$ cat src/rtl/usart_frame_seq.sv
// Bit-slot sequencer for multi-character USART frames: walks START/DATA/PARITY/STOP
// slots on each baud tick, with RTS gating only at character boundaries.
module usart_frame_seq #(
    parameter int MAX_CHARS = 4,
    parameter int CW        = $clog2(MAX_CHARS + 1),
    parameter int PW        = $clog2(MAX_CHARS * 12)
) (
    input  logic          clk,
    input  logic          rst,
    input  logic          start,
    input  logic          bit_en,
    input  logic          rts,
    input  logic [1:0]    cfg_dbits,
    input  logic          cfg_par,
    input  logic          cfg_stop2,
    input  logic [CW-1:0] num_chars,
    output logic          busy,
    output logic [1:0]    slot,
    output logic [2:0]    data_pos,
    output logic [CW-1:0] char_idx,
    output logic [PW-1:0] frame_pos,
    output logic          last,
    output logic          char_done,
    output logic          frame_done
);

    typedef enum logic [2:0] {IDLE, START, DATA, PARITY, STOP1, STOP2, HOLD} state_t;

    state_t        state_q, state_d;
    logic          start_pend_q, start_pend_d;
    logic [1:0]    dbits_q, dbits_d;
    logic          par_q, par_d;
    logic          stop2_q, stop2_d;
    logic [CW-1:0] nchars_q, nchars_d;
    logic [CW-1:0] char_idx_q, char_idx_d;
    logic [2:0]    data_pos_q, data_pos_d;
    logic [PW-1:0] frame_pos_q, frame_pos_d;
    logic          char_done_q, char_done_d;
    logic          frame_done_q, frame_done_d;

    logic          fin_stop, last_char, end_char;
    logic [CW-1:0] nchars_clamped;

    assign fin_stop       = (state_q == STOP2) || (state_q == STOP1 && !stop2_q);
    assign last_char      = (char_idx_q == nchars_q - CW'(1));
    assign end_char       = bit_en && fin_stop;
    assign nchars_clamped = (num_chars > CW'(MAX_CHARS)) ? CW'(MAX_CHARS) : num_chars;

    always_comb begin
        state_d      = state_q;
        start_pend_d = start_pend_q;
        dbits_d      = dbits_q;
        par_d        = par_q;
        stop2_d      = stop2_q;
        nchars_d     = nchars_q;
        char_idx_d   = char_idx_q;
        data_pos_d   = data_pos_q;
        frame_pos_d  = frame_pos_q;
        char_done_d  = 1'b0;
        frame_done_d = 1'b0;

        if (start && state_q == IDLE) start_pend_d = 1'b1;

        if (bit_en) begin
            case (state_q)
                IDLE: begin
                    if (start_pend_q && rts && num_chars != '0) begin
                        state_d      = START;
                        start_pend_d = 1'b0;
                        dbits_d      = cfg_dbits;
                        par_d        = cfg_par;
                        stop2_d      = cfg_stop2;
                        nchars_d     = nchars_clamped;
                        char_idx_d   = '0;
                        frame_pos_d  = '0;
                        data_pos_d   = '0;
                    end
                end
                START: begin
                    state_d     = DATA;
                    data_pos_d  = '0;
                    frame_pos_d = frame_pos_q + PW'(1);
                end
                DATA: begin
                    frame_pos_d = frame_pos_q + PW'(1);
                    if (data_pos_q == ({1'b0, dbits_q} + 3'd4)) begin
                        data_pos_d = '0;
                        state_d    = par_q ? PARITY : STOP1;
                    end else begin
                        data_pos_d = data_pos_q + 3'd1;
                    end
                end
                PARITY: begin
                    state_d     = STOP1;
                    frame_pos_d = frame_pos_q + PW'(1);
                end
                STOP1: begin
                    if (stop2_q) begin
                        state_d     = STOP2;
                        frame_pos_d = frame_pos_q + PW'(1);
                    end
                end
                HOLD: begin
                    if (rts) begin
                        state_d     = START;
                        char_idx_d  = char_idx_q + CW'(1);
                        frame_pos_d = frame_pos_q + PW'(1);
                    end
                end
                default: ;
            endcase
        end

        // Leaving the final stop slot: a start seen on the frame's last tick is kept for the next frame.
        if (end_char) begin
            char_done_d = 1'b1;
            if (last_char) begin
                frame_done_d = 1'b1;
                state_d      = IDLE;
                char_idx_d   = '0;
                frame_pos_d  = '0;
                if (start) start_pend_d = 1'b1;
            end else if (rts) begin
                state_d     = START;
                char_idx_d  = char_idx_q + CW'(1);
                frame_pos_d = frame_pos_q + PW'(1);
            end else begin
                state_d = HOLD;
            end
        end
    end

    always_ff @(posedge clk) begin
        if (rst) begin
            state_q      <= IDLE;
            start_pend_q <= 1'b0;
            dbits_q      <= '0;
            par_q        <= 1'b0;
            stop2_q      <= 1'b0;
            nchars_q     <= '0;
            char_idx_q   <= '0;
            data_pos_q   <= '0;
            frame_pos_q  <= '0;
            char_done_q  <= 1'b0;
            frame_done_q <= 1'b0;
        end else begin
            state_q      <= state_d;
            start_pend_q <= start_pend_d;
            dbits_q      <= dbits_d;
            par_q        <= par_d;
            stop2_q      <= stop2_d;
            nchars_q     <= nchars_d;
            char_idx_q   <= char_idx_d;
            data_pos_q   <= data_pos_d;
            frame_pos_q  <= frame_pos_d;
            char_done_q  <= char_done_d;
            frame_done_q <= frame_done_d;
        end
    end

    always_comb begin
        case (state_q)
            START:   slot = 2'd0;
            DATA:    slot = 2'd1;
            PARITY:  slot = 2'd2;
            default: slot = 2'd3;
        endcase
    end

    assign busy       = (state_q != IDLE);
    assign data_pos   = data_pos_q;
    assign char_idx   = char_idx_q;
    assign frame_pos  = frame_pos_q;
    assign last       = fin_stop && last_char;
    assign char_done  = char_done_q;
    assign frame_done = frame_done_q;

endmodule

$ cat config.mk
export PLATFORM = sky130hd
export DESIGN_NAME = usart_frame_seq
export DESIGN_NICKNAME = d
export VERILOG_FILES = /design/src/rtl/usart_frame_seq.sv
export SDC_FILE = /design/constraint.sdc
export NUM_CORES = 1
export LEC_CHECK = 0
export CORE_MARGIN = 5
export CORE_UTILIZATION = 47
export CTS_CLUSTER_SIZE = 24
export DETAILED_ROUTE_END_ITERATION = 7
export PLACE_DENSITY = 0.76
export SYNTH_ARGS = -nofsm -noshare
export SYNTH_HDL_FRONTEND = slang
export SYNTH_SLANG_ARGS = --single-unit
$ cat constraint.sdc
create_clock -name clk -period 1.7 [get_ports clk]
set_clock_uncertainty 0.1 [all_clocks]
set_input_delay 0.34 -clock clk [delete_from_list [all_inputs] [get_ports clk]]
set_output_delay 0.34 -clock clk [all_outputs]
set_load 0.02 [all_outputs]
==> impl_metrics.py, run 1 <==
metrics = {
    "finish": {
        "finish.net_count": 300,
        "post_route_cells_drive_above_1_share": 0.428,
        "areaGrowthSynthToFinish_pct": 66.9,
        "post_layout_nonfiller_instances": 329,
        "mostFrequentLayoutCell": "sky130_fd_sc_hd__buf_4",
        "multi_input_area_um2": 1180,
        "layout.cells.most_common_list": "sky130_fd_sc_hd__buf_4, sky130_fd_sc_hd__dfxtp_1, sky130_fd_sc_hd__dlygate4sd2_1, sky130_fd_sc_hd__nand2_1, sky130_fd_sc_hd__buf_6",
        "sequential_cell_area_um2": 513,
        "n_fill_cell": 214,
        "antenna-diode-count": 0,
    },
    "timing": {
        "timing.slew.headroom": 0.714,
        "timing.final.crit_share": 1.23,
        "final.min_clock_period_ns": 2.09,
        "final.hold.worst_slack_ns": 0.368,
        "report.final.hold_viol_count": 0,
        "setup_violations": 16,
        "unrepaired_setup_endpoints_after_global_routing": "true",
        "fmaxAchievable_ghz": 0.479,
        "finalWorstSetupSlack_ns": -0.389,
        "timing_max_transition_violations_final": 0,
        "tightest_slew_ns": 0.428,
    },
    "clock_tree": {
        "clkLatencyLatePin_ns": 0.32,
        "numClockSinks": 25,
        "clk_pin_slew_ns": 0.14,
        "cts_root_buffer": "sky130_fd_sc_hd__clkbuf_4",
        "h-tree-depth": 1,
        "clockBufferDepth": 2,
        "cts_tree": "built",
        "ctsHoldBuffers": 0,
        "tritoncts.num_buffers": 3,
    },
    "yosys": {
        "synthFlopType": "sky130_fd_sc_hd__dfxtp_1",
        "asyncSetResetFlopFracSynth": 0,
        "synth.yosys.warnings": 0,
        "synth.top_cells.by_area": "sky130_fd_sc_hd__dfxtp_1, sky130_fd_sc_hd__a21oi_1, sky130_fd_sc_hd__nand2_1",
        "postSynthAreaPerCell_um2": 8.15,
        "synth-seq-cells": 25,
        "synthesis.area_um2": 1580,
        "yosys_top_cell_area_share": 0.316,
        "syn-num-nets": 210,
        "edff_count_synth": 0,
        "synthDominantAreaCellType": "sky130_fd_sc_hd__dfxtp_1",
        "sequential_fraction_of_the_synthesis_area": 0.316,
        "syn-instance-count": 194,
        "synth.distinct_cells": 58,
    },
    "floorplanning": {
        "die_area_um2": 4630,
        "fp-row-count": 21,
        "dieWidth_um": 68.0,
        "io_pins": 30,
        "start_util": 0.482,
        "vertical_extent_of_the_die_um": 68.0,
        "design.core.area_um2": 3280,
    },
    "placed_design": {
        "dp_cells": 315,
        "place.detailed.hpwl_mm": 3.37,
        "gp_routability_congestion": 0.941,
        "count_of_input_and_output_buffers": 29,
    },
    "status": {
        "violations": "negative setup slack",
        "outcome": "finished, violations left",
    },
    "critical_path": {
        "cpMaxStageDelayCell": "sky130_fd_sc_hd__dfxtp_2",
        "cpPeakStageDelay_ns": 0.37,
        "type_of_element_capturing_the_critical_path": "primary output",
        "critical_path.top_delay_family": "simple AND/OR/NAND/NOR gates",
        "critical_path_peak_fanout": 2,
        "ordered_cell_list_for_the_critical_path": "inv_2 > ha_4 > xor2_2 > and3_4 > and3_4 > buf_6",
        "timing.critical_path.arrival_ns": 1.65,
        "cp_num_buf_inv": 2,
        "timing_worst_setup_path_type": "flip-flop to primary output",
        "critPathLaunchType": "flip-flop",
        "critPathRequiredTime_ns": 1.26,
        "critPathMostFrequentCell": "sky130_fd_sc_hd__and3_4",
    },
    "worst_hold_path": {
        "worstHoldPathType": "flip-flop to flip-flop",
    },
    "power": {
        "total_power_mw": 2.44,
        "cellPowerDensity_nw_per_um2": 926,
        "ir_drop_mv": 0.768,
        "leakagePower_nw": 1.16,
    },
    "drt": {
        "first_pass_iters": 4,
        "drt_first_iter_violations": 138,
        "aggregate_routed_wire_length_mm": 5.01,
        "wl_per_cell_um": 15.2,
        "route.antenna.remaining_nets": 0,
        "routed_via_density": 5.54,
        "vias": 1824,
        "post-route-drc-count": 0,
    },
    "global_routing": {
        "first_global_vias": 1727,
        "pin_count_of_the_biggest_net_entering_global_routing": 16,
        "grt_antenna_before_repair": 0,
        "globalRouteOverflowTotal": 0,
        "groute.usage.overall": 0.224,
        "grt_first_pass_wirelength_mm": 7.82,
    },
    "run": {
        "drv.max_cap_violation_count": 0,
    },
}
## worst register-to-register path: cells and delay by family, from the launching register on
family                     cells  cell delay (ns)
AOI/OAI and AO/OA              2             0.37
xor gates and xnor gates       1             0.15
adders and majority gates      1             0.23
buffers and inverters          4             0.39
DFF                            1             0.37
and+or+nand+nor                2             0.34
## report_power, final
group	switching (mW)	internal (mW)
logic	0.719	0.739
registers	0.0559	0.650
clock network	0.189	0.0920
## sequential cells by signal, summed over array words and instances, names as in the netlist
name	cells
start_pend_q	1
data_pos	3
char_done	1
char_idx	3
nchars_q	3
par_q	1
stop2_q	1
state_q	3
frame_pos	6
frame_done	1
dbits_q	2
## per-layer routing
metal | wire length (µm) | vias to the layer above | track usage
met2 | 2520 | 64 | 0.380
met1 | 2150 | 860 | 0.274
met5 | 0 | - | 0
met3 | 222 | 13 | 0.0279
li1 | - | 887 | -
met4 | 112 | 0 | 0.119
## worst paths after layout
kind / startpoint / endpoint / slack (ns) / cells after the start
max: nchars_q[0] / last / -0.39 / 6
min: par_q / par_q / 0.37 / 2
max reg2reg: nchars_q[0] / char_idx[1] / -0.30 / 10
min reg2reg: par_q / par_q / 0.37 / 2
## cell usage after synthesis (2+ instances only)
cell type                   number
sky130_fd_sc_hd__buf_2           4
sky130_fd_sc_hd__clkbuf_1        4
sky130_fd_sc_hd__a21oi_1        16
sky130_fd_sc_hd__nor2_1         12
sky130_fd_sc_hd__a21o_1          3
sky130_fd_sc_hd__and2b_1         2
sky130_fd_sc_hd__xor2_1          3
sky130_fd_sc_hd__a2111oi_0       2
sky130_fd_sc_hd__nand4b_1        5
sky130_fd_sc_hd__o41ai_1         2
sky130_fd_sc_hd__or2_2           2
sky130_fd_sc_hd__mux2i_1         4
sky130_fd_sc_hd__o22ai_1         4
sky130_fd_sc_hd__ha_1            4
sky130_fd_sc_hd__nor3_1          3
sky130_fd_sc_hd__nand3_1        10
sky130_fd_sc_hd__inv_1          11
sky130_fd_sc_hd__xnor2_1         3
sky130_fd_sc_hd__and3_1          3
sky130_fd_sc_hd__o21ai_0         9
sky130_fd_sc_hd__or4_1           2
sky130_fd_sc_hd__dfxtp_1        25
sky130_fd_sc_hd__nand2_1        18
sky130_fd_sc_hd__nand2b_1        6
sky130_fd_sc_hd__nand3b_1        4
## repair_timing
item / in CTS / in global routing
buffers inserted: 10 / 3
gates resized for setup: 79 / 19
pin swaps: 17 / 16
endpoints found under the setup margin: 38 / 26
## metrics by stage
step / setup TNS (ns) / area, µm² / utilization / worst slack [ns]
6_report: -2.75 / 2640 / 0.803 / -0.389
5_1_grt: -3.86 / 2640 / 0.803 / -0.463
4_1_cts: -2.01 / 2560 / 0.779 / -0.340
3_5_place_dp: -9.27 / 2300 / 0.702 / -0.554
3_3_place_gp: -8.83 / 2300 / 0.702 / -0.517
2_1_floorplan: -0.0152 / 1600 / - / -0.0152
## final cells by class
type                            instances  area share
Tap cell                               46      0.0218
Timing Repair Buffer                   95       0.310
Clock buffer                            4     0.00996
Multi-Input combinational cell        148       0.449
Sequential cell                        25       0.194
Inverter                               11      0.0156
## cells by family (layout without fill, tap and decap cells)
family	after synthesis	after routing	share of synthesized area
and+or+nand+nor	79	79	0.282
DFF	25	25	0.316
AOI/OAI and AO/OA	54	54	0.234
xor gates and xnor gates	7	7	0.0475
muxes	4	4	0.0253
buffers and inverters	21	110	0.0633
adders and majority gates	4	4	0.0316
(Power assumes the default switching activity.)
==> run 2, diff against run 1 <==
--- a/config.mk
+++ b/config.mk
@@ -5,7 +5,7 @@
 export SDC_FILE = /design/constraint.sdc
 export NUM_CORES = 1
 export LEC_CHECK = 0
-export CORE_MARGIN = 5
+export CORE_MARGIN = 3
 export CORE_UTILIZATION = 47
 export CTS_CLUSTER_SIZE = 24
 export DETAILED_ROUTE_END_ITERATION = 7
==> impl_metrics.py, run 2 (synthesized netlist as in run 1, its figures left out) <==
metrics = {
    "status": {
        "outcome": "finished, violations left",
        "violations": "negative setup slack",
    },
    "clock_tree": {
        "clk_pin_slew_ns": 0.15,
        "ctsHoldBuffers": 0,
        "clockBufferDepth": 2,
        "tritoncts.num_buffers": 3,
        "h-tree-depth": 1,
        "clkLatencyLatePin_ns": 0.34,
        "cts_root_buffer": "sky130_fd_sc_hd__clkbuf_4",
        "numClockSinks": 25,
        "cts_tree": "built",
    },
    "global_routing": {
        "pin_count_of_the_biggest_net_entering_global_routing": 15,
        "first_global_vias": 1910,
        "grt_antenna_before_repair": 0,
        "grt_first_pass_wirelength_mm": 8.43,
        "groute.usage.overall": 0.259,
        "globalRouteOverflowTotal": 0,
    },
    "critical_path": {
        "timing.critical_path.arrival_ns": 1.65,
        "critPathRequiredTime_ns": 1.26,
        "critical_path_peak_fanout": 2,
        "timing_worst_setup_path_type": "flip-flop to primary output",
        "type_of_element_capturing_the_critical_path": "primary output",
        "critPathLaunchType": "flip-flop",
    },
    "timing": {
        "timing.slew.headroom": 0.744,
        "finalWorstSetupSlack_ns": -0.390,
        "report.final.hold_viol_count": 0,
        "timing_max_transition_violations_final": 0,
        "timing.final.crit_share": 1.23,
        "setup_total_negative_slack_ns": -3.92,
        "tightest_slew_ns": 0.375,
        "fmaxAchievable_ghz": 0.479,
        "final.min_clock_period_ns": 2.09,
        "final.hold.worst_slack_ns": 0.389,
        "setup_violations": 17,
        "unrepaired_setup_endpoints_after_global_routing": "true",
    },
    "floorplanning": {
        "fp-row-count": 20,
        "design.core.area_um2": 3130,
        "start_util": 0.506,
        "io_pins": 30,
        "die_area_um2": 4100,
        "dieWidth_um": 64.0,
        "vertical_extent_of_the_die_um": 64.0,
    },
    "power": {
        "leakagePower_nw": 1.06,
        "cellPowerDensity_nw_per_um2": 950,
        "ir_drop_mv": 0.670,
    },
    "finish": {
        "antenna-diode-count": 0,
        "post_route_cells_drive_above_1_share": 0.357,
        "n_fill_cell": 221,
        "mostFrequentLayoutCell": "sky130_fd_sc_hd__buf_4",
        "areaGrowthSynthToFinish_pct": 54.6,
        "layout.cells.most_common_list": "sky130_fd_sc_hd__buf_4, sky130_fd_sc_hd__dfxtp_1, sky130_fd_sc_hd__nand2_1, sky130_fd_sc_hd__a21oi_1, sky130_fd_sc_hd__dlygate4sd2_1",
        "finish.net_count": 289,
        "max_reg_flops": 6,
    },
    "drt": {
        "wl_per_cell_um": 15.9,
        "drt_first_iter_violations": 135,
        "aggregate_routed_wire_length_mm": 5.04,
        "vias": 1817,
        "first_pass_iters": 6,
        "post-route-drc-count": 0,
        "route.antenna.remaining_nets": 0,
        "routed_via_density": 5.75,
    },
    "run": {
        "drv.max_cap_violation_count": 0,
    },
    "placed_design": {
        "count_of_input_and_output_buffers": 29,
        "post-place-ws_ns": -0.583,
        "place.detailed.hpwl_mm": 3.56,
        "gp_routability_congestion": 0.940,
    },
    "worst_hold_path": {
        "worstHoldPathType": "flip-flop to flip-flop",
    },
}
run 2: power by group:
part           total [mW]  switching [mW]  internal (mW)
logic                1.32           0.659          0.661
clock network       0.291           0.202         0.0888
registers           0.712          0.0625          0.650
total                2.32           0.923           1.40
run 2: what timing repair did:
item                       in CTS  in global routing
pin swaps                       9                  5
resized for setup              59                 14
setup buffers                  11                  2
setup endpoints to repair      39                 26
run 2: cell type report:
| type | count | area, µm² | share of cell area |
|---|---|---|---|
| clock buffers | 3 | 22.5 | 0.00921 |
| well taps | 44 | 55.1 | 0.0225 |
| flip-flops and latches | 25 | 512 | 0.209 |
| clock inverters | 1 | 5.00 | 0.00205 |
| inverters | 11 | 43.8 | 0.0179 |
| repair buffers | 84 | 718 | 0.294 |
| multi-input cells | 148 | 1090 | 0.445 |
run 2: metrics by stage:
| stage | total power, mW | std cells | util | instance area, µm² |
|---|---|---|---|---|
| 3_5_place_dp | 1.74 | 299 | 0.702 | 2200 |
| 2_1_floorplan | 1.30 | 194 | - | 1600 |
| 6_report | 2.32 | 316 | 0.782 | 2440 |
| 3_3_place_gp | 1.70 | 299 | 0.702 | 2200 |
| 4_1_cts | 2.24 | 314 | 0.765 | 2390 |
| 5_1_grt | 2.45 | 316 | 0.782 | 2440 |
run 2: critical path: stages, from the launching register on:
cell and delay (ns):
sky130_fd_sc_hd__dfxtp_2 0.37, sky130_fd_sc_hd__inv_2 0.05, sky130_fd_sc_hd__ha_4 0.26, sky130_fd_sc_hd__xor2_2 0.15
sky130_fd_sc_hd__and3_4 0.20, sky130_fd_sc_hd__and3_4 0.17, sky130_fd_sc_hd__buf_6 0.11
run 2: final timing paths:
check / start / end / slack [ns] / depth (start not counted)
worst min register to register: par_q / par_q / 0.39 / 2
worst max-delay path: nchars_q[0] / last / -0.39 / 6
worst max register to register: nchars_q[2] / frame_pos[2] / -0.34 / 7
worst min-delay path: par_q / par_q / 0.39 / 2
run 2: per-layer routing:
| metal | track usage | part of all wire |
|---|---|---|
| met2 | 0.450 | 0.51 |
| met4 | 0.135 | 0.032 |
| met5 | 0 | 0 |
| met3 | 0.0492 | 0.061 |
| met1 | 0.299 | 0.40 |
==> run 3, diff against run 2 <==
--- a/config.mk
+++ b/config.mk
@@ -6,10 +6,11 @@
 export NUM_CORES = 1
 export LEC_CHECK = 0
 export CORE_MARGIN = 3
-export CORE_UTILIZATION = 47
+export CORE_UTILIZATION = 45
+export CTS_BUF_LIST = sky130_fd_sc_hd__clkbuf_2 sky130_fd_sc_hd__clkbuf_4 sky130_fd_sc_hd__clkbuf_8
 export CTS_CLUSTER_SIZE = 24
 export DETAILED_ROUTE_END_ITERATION = 7
-export PLACE_DENSITY = 0.76
+export DONT_BUFFER_PORTS = 1
 export SYNTH_ARGS = -nofsm -noshare
 export SYNTH_HDL_FRONTEND = slang
 export SYNTH_SLANG_ARGS = --single-unit
==> impl_metrics.py, run 3 (synthesized netlist as in run 1, its figures left out) <==
metrics = {
    "clock_tree": {
        "numClockSinks": 25,
        "cts_root_buffer": "sky130_fd_sc_hd__clkbuf_4",
        "clkLatencyLatePin_ns": 0.34,
        "clk_pin_slew_ns": 0.16,
        "h-tree-depth": 1,
        "clockBufferDepth": 2,
        "cts_tree": "built",
        "tritoncts.num_buffers": 3,
    },
    "critical_path": {
        "critPathRequiredTime_ns": 1.26,
        "timing.critical_path.arrival_ns": 1.55,
        "cpPeakStageDelay_ns": 0.36,
        "critical_path_peak_fanout": 2,
        "critPathLaunchType": "flip-flop",
        "cp_num_buf_inv": 1,
        "type_of_element_capturing_the_critical_path": "primary output",
        "critPathMostFrequentCell": "sky130_fd_sc_hd__and3_4",
        "cpMaxStageDelayCell": "sky130_fd_sc_hd__dfxtp_2",
        "critical_path.top_delay_family": "simple AND/OR/NAND/NOR gates",
        "timing_worst_setup_path_type": "flip-flop to primary output",
        "ordered_cell_list_for_the_critical_path": "inv_2 > ha_4 > xor2_2 > and3_4 > and3_4",
    },
    "floorplanning": {
        "fp-row-count": 20,
        "vertical_extent_of_the_die_um": 65.3,
        "io_pins": 30,
        "design.core.area_um2": 3200,
        "die_area_um2": 4260,
        "start_util": 0.494,
        "dieWidth_um": 65.3,
    },
    "finish": {
        "max_reg_flops": 6,
        "post_route_cells_drive_above_1_share": 0.383,
        "mostFrequentLayoutCell": "sky130_fd_sc_hd__buf_4",
        "finish.net_count": 252,
        "postLayoutCoreUtil": 0.666,
        "finish.instance_area_um2": 2130,
        "layout.cells.most_common_list": "sky130_fd_sc_hd__buf_4, sky130_fd_sc_hd__nand2_1, sky130_fd_sc_hd__a21oi_1, sky130_fd_sc_hd__dfxtp_1, sky130_fd_sc_hd__nor2_1",
        "areaGrowthSynthToFinish_pct": 34.9,
        "antenna-diode-count": 0,
    },
    "power": {
        "power.share.sequential": 0.339,
        "cellPowerDensity_nw_per_um2": 1040,
        "total_power_mw": 2.22,
        "p_sw_frac": 0.386,
        "leakagePower_nw": 0.857,
        "internal_power_mw": 1.36,
        "pwr-share-comb": 0.523,
        "power.share.clock": 0.139,
        "net-switching-power_mw": 0.857,
        "ir_drop_mv": 0.798,
    },
    "placed_design": {
        "place.detailed.hpwl_mm": 3.17,
        "count_of_input_and_output_buffers": 0,
        "post-place-ws_ns": -0.131,
        "gp_routability_congestion": 0.921,
        "dpl_cell_area_um2": 1860,
    },
    "drt": {
        "route.antenna.remaining_nets": 0,
        "wl_per_cell_um": 16.9,
        "post-route-drc-count": 0,
        "aggregate_routed_wire_length_mm": 4.72,
        "drt_first_iter_violations": 101,
        "routed_via_density": 5.78,
        "vias": 1612,
        "first_pass_iters": 4,
    },
    "global_routing": {
        "groute.usage.overall": 0.228,
        "pin_count_of_the_biggest_net_entering_global_routing": 25,
        "globalRouteOverflowTotal": 0,
        "first_global_vias": 1555,
        "grt_antenna_before_repair": 0,
        "grt_first_pass_wirelength_mm": 7.56,
    },
    "timing": {
        "fmaxAchievable_ghz": 0.503,
        "timing.slew.headroom": 0.487,
        "setup_violations": 16,
        "timing_max_transition_violations_final": 0,
        "final.min_clock_period_ns": 1.99,
        "tightest_slew_ns": 0.767,
        "unrepaired_setup_endpoints_after_global_routing": "true",
        "report.final.hold_viol_count": 0,
        "setup_total_negative_slack_ns": -1.73,
        "finalWorstSetupSlack_ns": -0.288,
        "timing.final.crit_share": 1.17,
    },
    "status": {
        "outcome": "finished, violations left",
        "violations": "negative setup slack",
    },
    "run": {
        "drv.max_cap_violation_count": 0,
    },
    "worst_hold_path": {
        "worstHoldPathType": "input port to flip-flop",
    },
}
[run 3: cell types whose count changed in the layout (fill, tap and decap cells not counted), moves of 2 or more]
cell                              previous run  this run
sky130_fd_sc_hd__dlygate4sd2_1              14         0
sky130_fd_sc_hd__buf_6                      12         7
sky130_fd_sc_hd__dfxtp_4                     1         3
sky130_fd_sc_hd__buf_4                      46        39
sky130_fd_sc_hd__clkdlybuf4s50_1            10         0
sky130_fd_sc_hd__dfxtp_1                    18        15
[run 3: worst paths after layout]
check	cells past startpoint	start	slack, ns	endpoint
worst max register to register	6	nchars_q[2]	-0.20	frame_pos[2]
worst max-delay path	5	nchars_q[1]	-0.29	last
worst min-delay path	2	cfg_stop2	0.02	stop2_q
worst min register to register	2	par_q	0.37	par_q
[run 3: timing repair]
item / CTS / global route
endpoints found under the setup margin: 17 / 24
pin swaps: 4 / 5
hold buffers: 1 / 0
setup buffers: 5 / 6
hold endpoints to repair: 18 / 0
gates resized for setup: 22 / 21
[run 3: metrics by stage]
step,std cells,hold WS (ns)
detailed placement,264,0.310
finish,279,0.0188
floorplan,194,0.332
global route,279,0.00240
global placement,264,0.307
CTS,273,0.0248
[run 3: worst register-to-register path, stage by stage, from the launching register on]
cell and delay (ns):
sky130_fd_sc_hd__dfxtp_2 0.36, sky130_fd_sc_hd__xnor3_1 0.40, sky130_fd_sc_hd__buf_4 0.15, sky130_fd_sc_hd__nand3_2 0.15, sky130_fd_sc_hd__a21oi_4 0.08, sky130_fd_sc_hd__or4_1 0.52, sky130_fd_sc_hd__nand3_1 0.08
[run 3: power by group through the flow]
stage | Clock, mW | Combinational [mW] | Sequential, mW
3_5_place_dp | 0 | 0.860 | 0.742
2_1_floorplan | 0 | 0.568 | 0.727
3_3_place_gp | 0 | 0.843 | 0.732
5_1_grt | 0.352 | 1.26 | 0.763
4_1_cts | 0.307 | 0.943 | 0.744
6_report | 0.308 | 1.16 | 0.752
[run 3: area by class of cell]
type                       count  area [µm²]
clock buffer                   4        30.0
fill                         277        1070
inverter                      11        41.3
multi-input combinational    148        1100
sequential                    25         520
tap                           44        55.1
timing repair buffer          47         382
[run 3: layer usage]
layer	vias up	global-route usage	share of wire
met4	0	0.0751	0.017
li1	787	-	-
met1	756	0.304	0.42
met5	-	0	0
met3	7	0.0359	0.061
met2	62	0.375	0.50
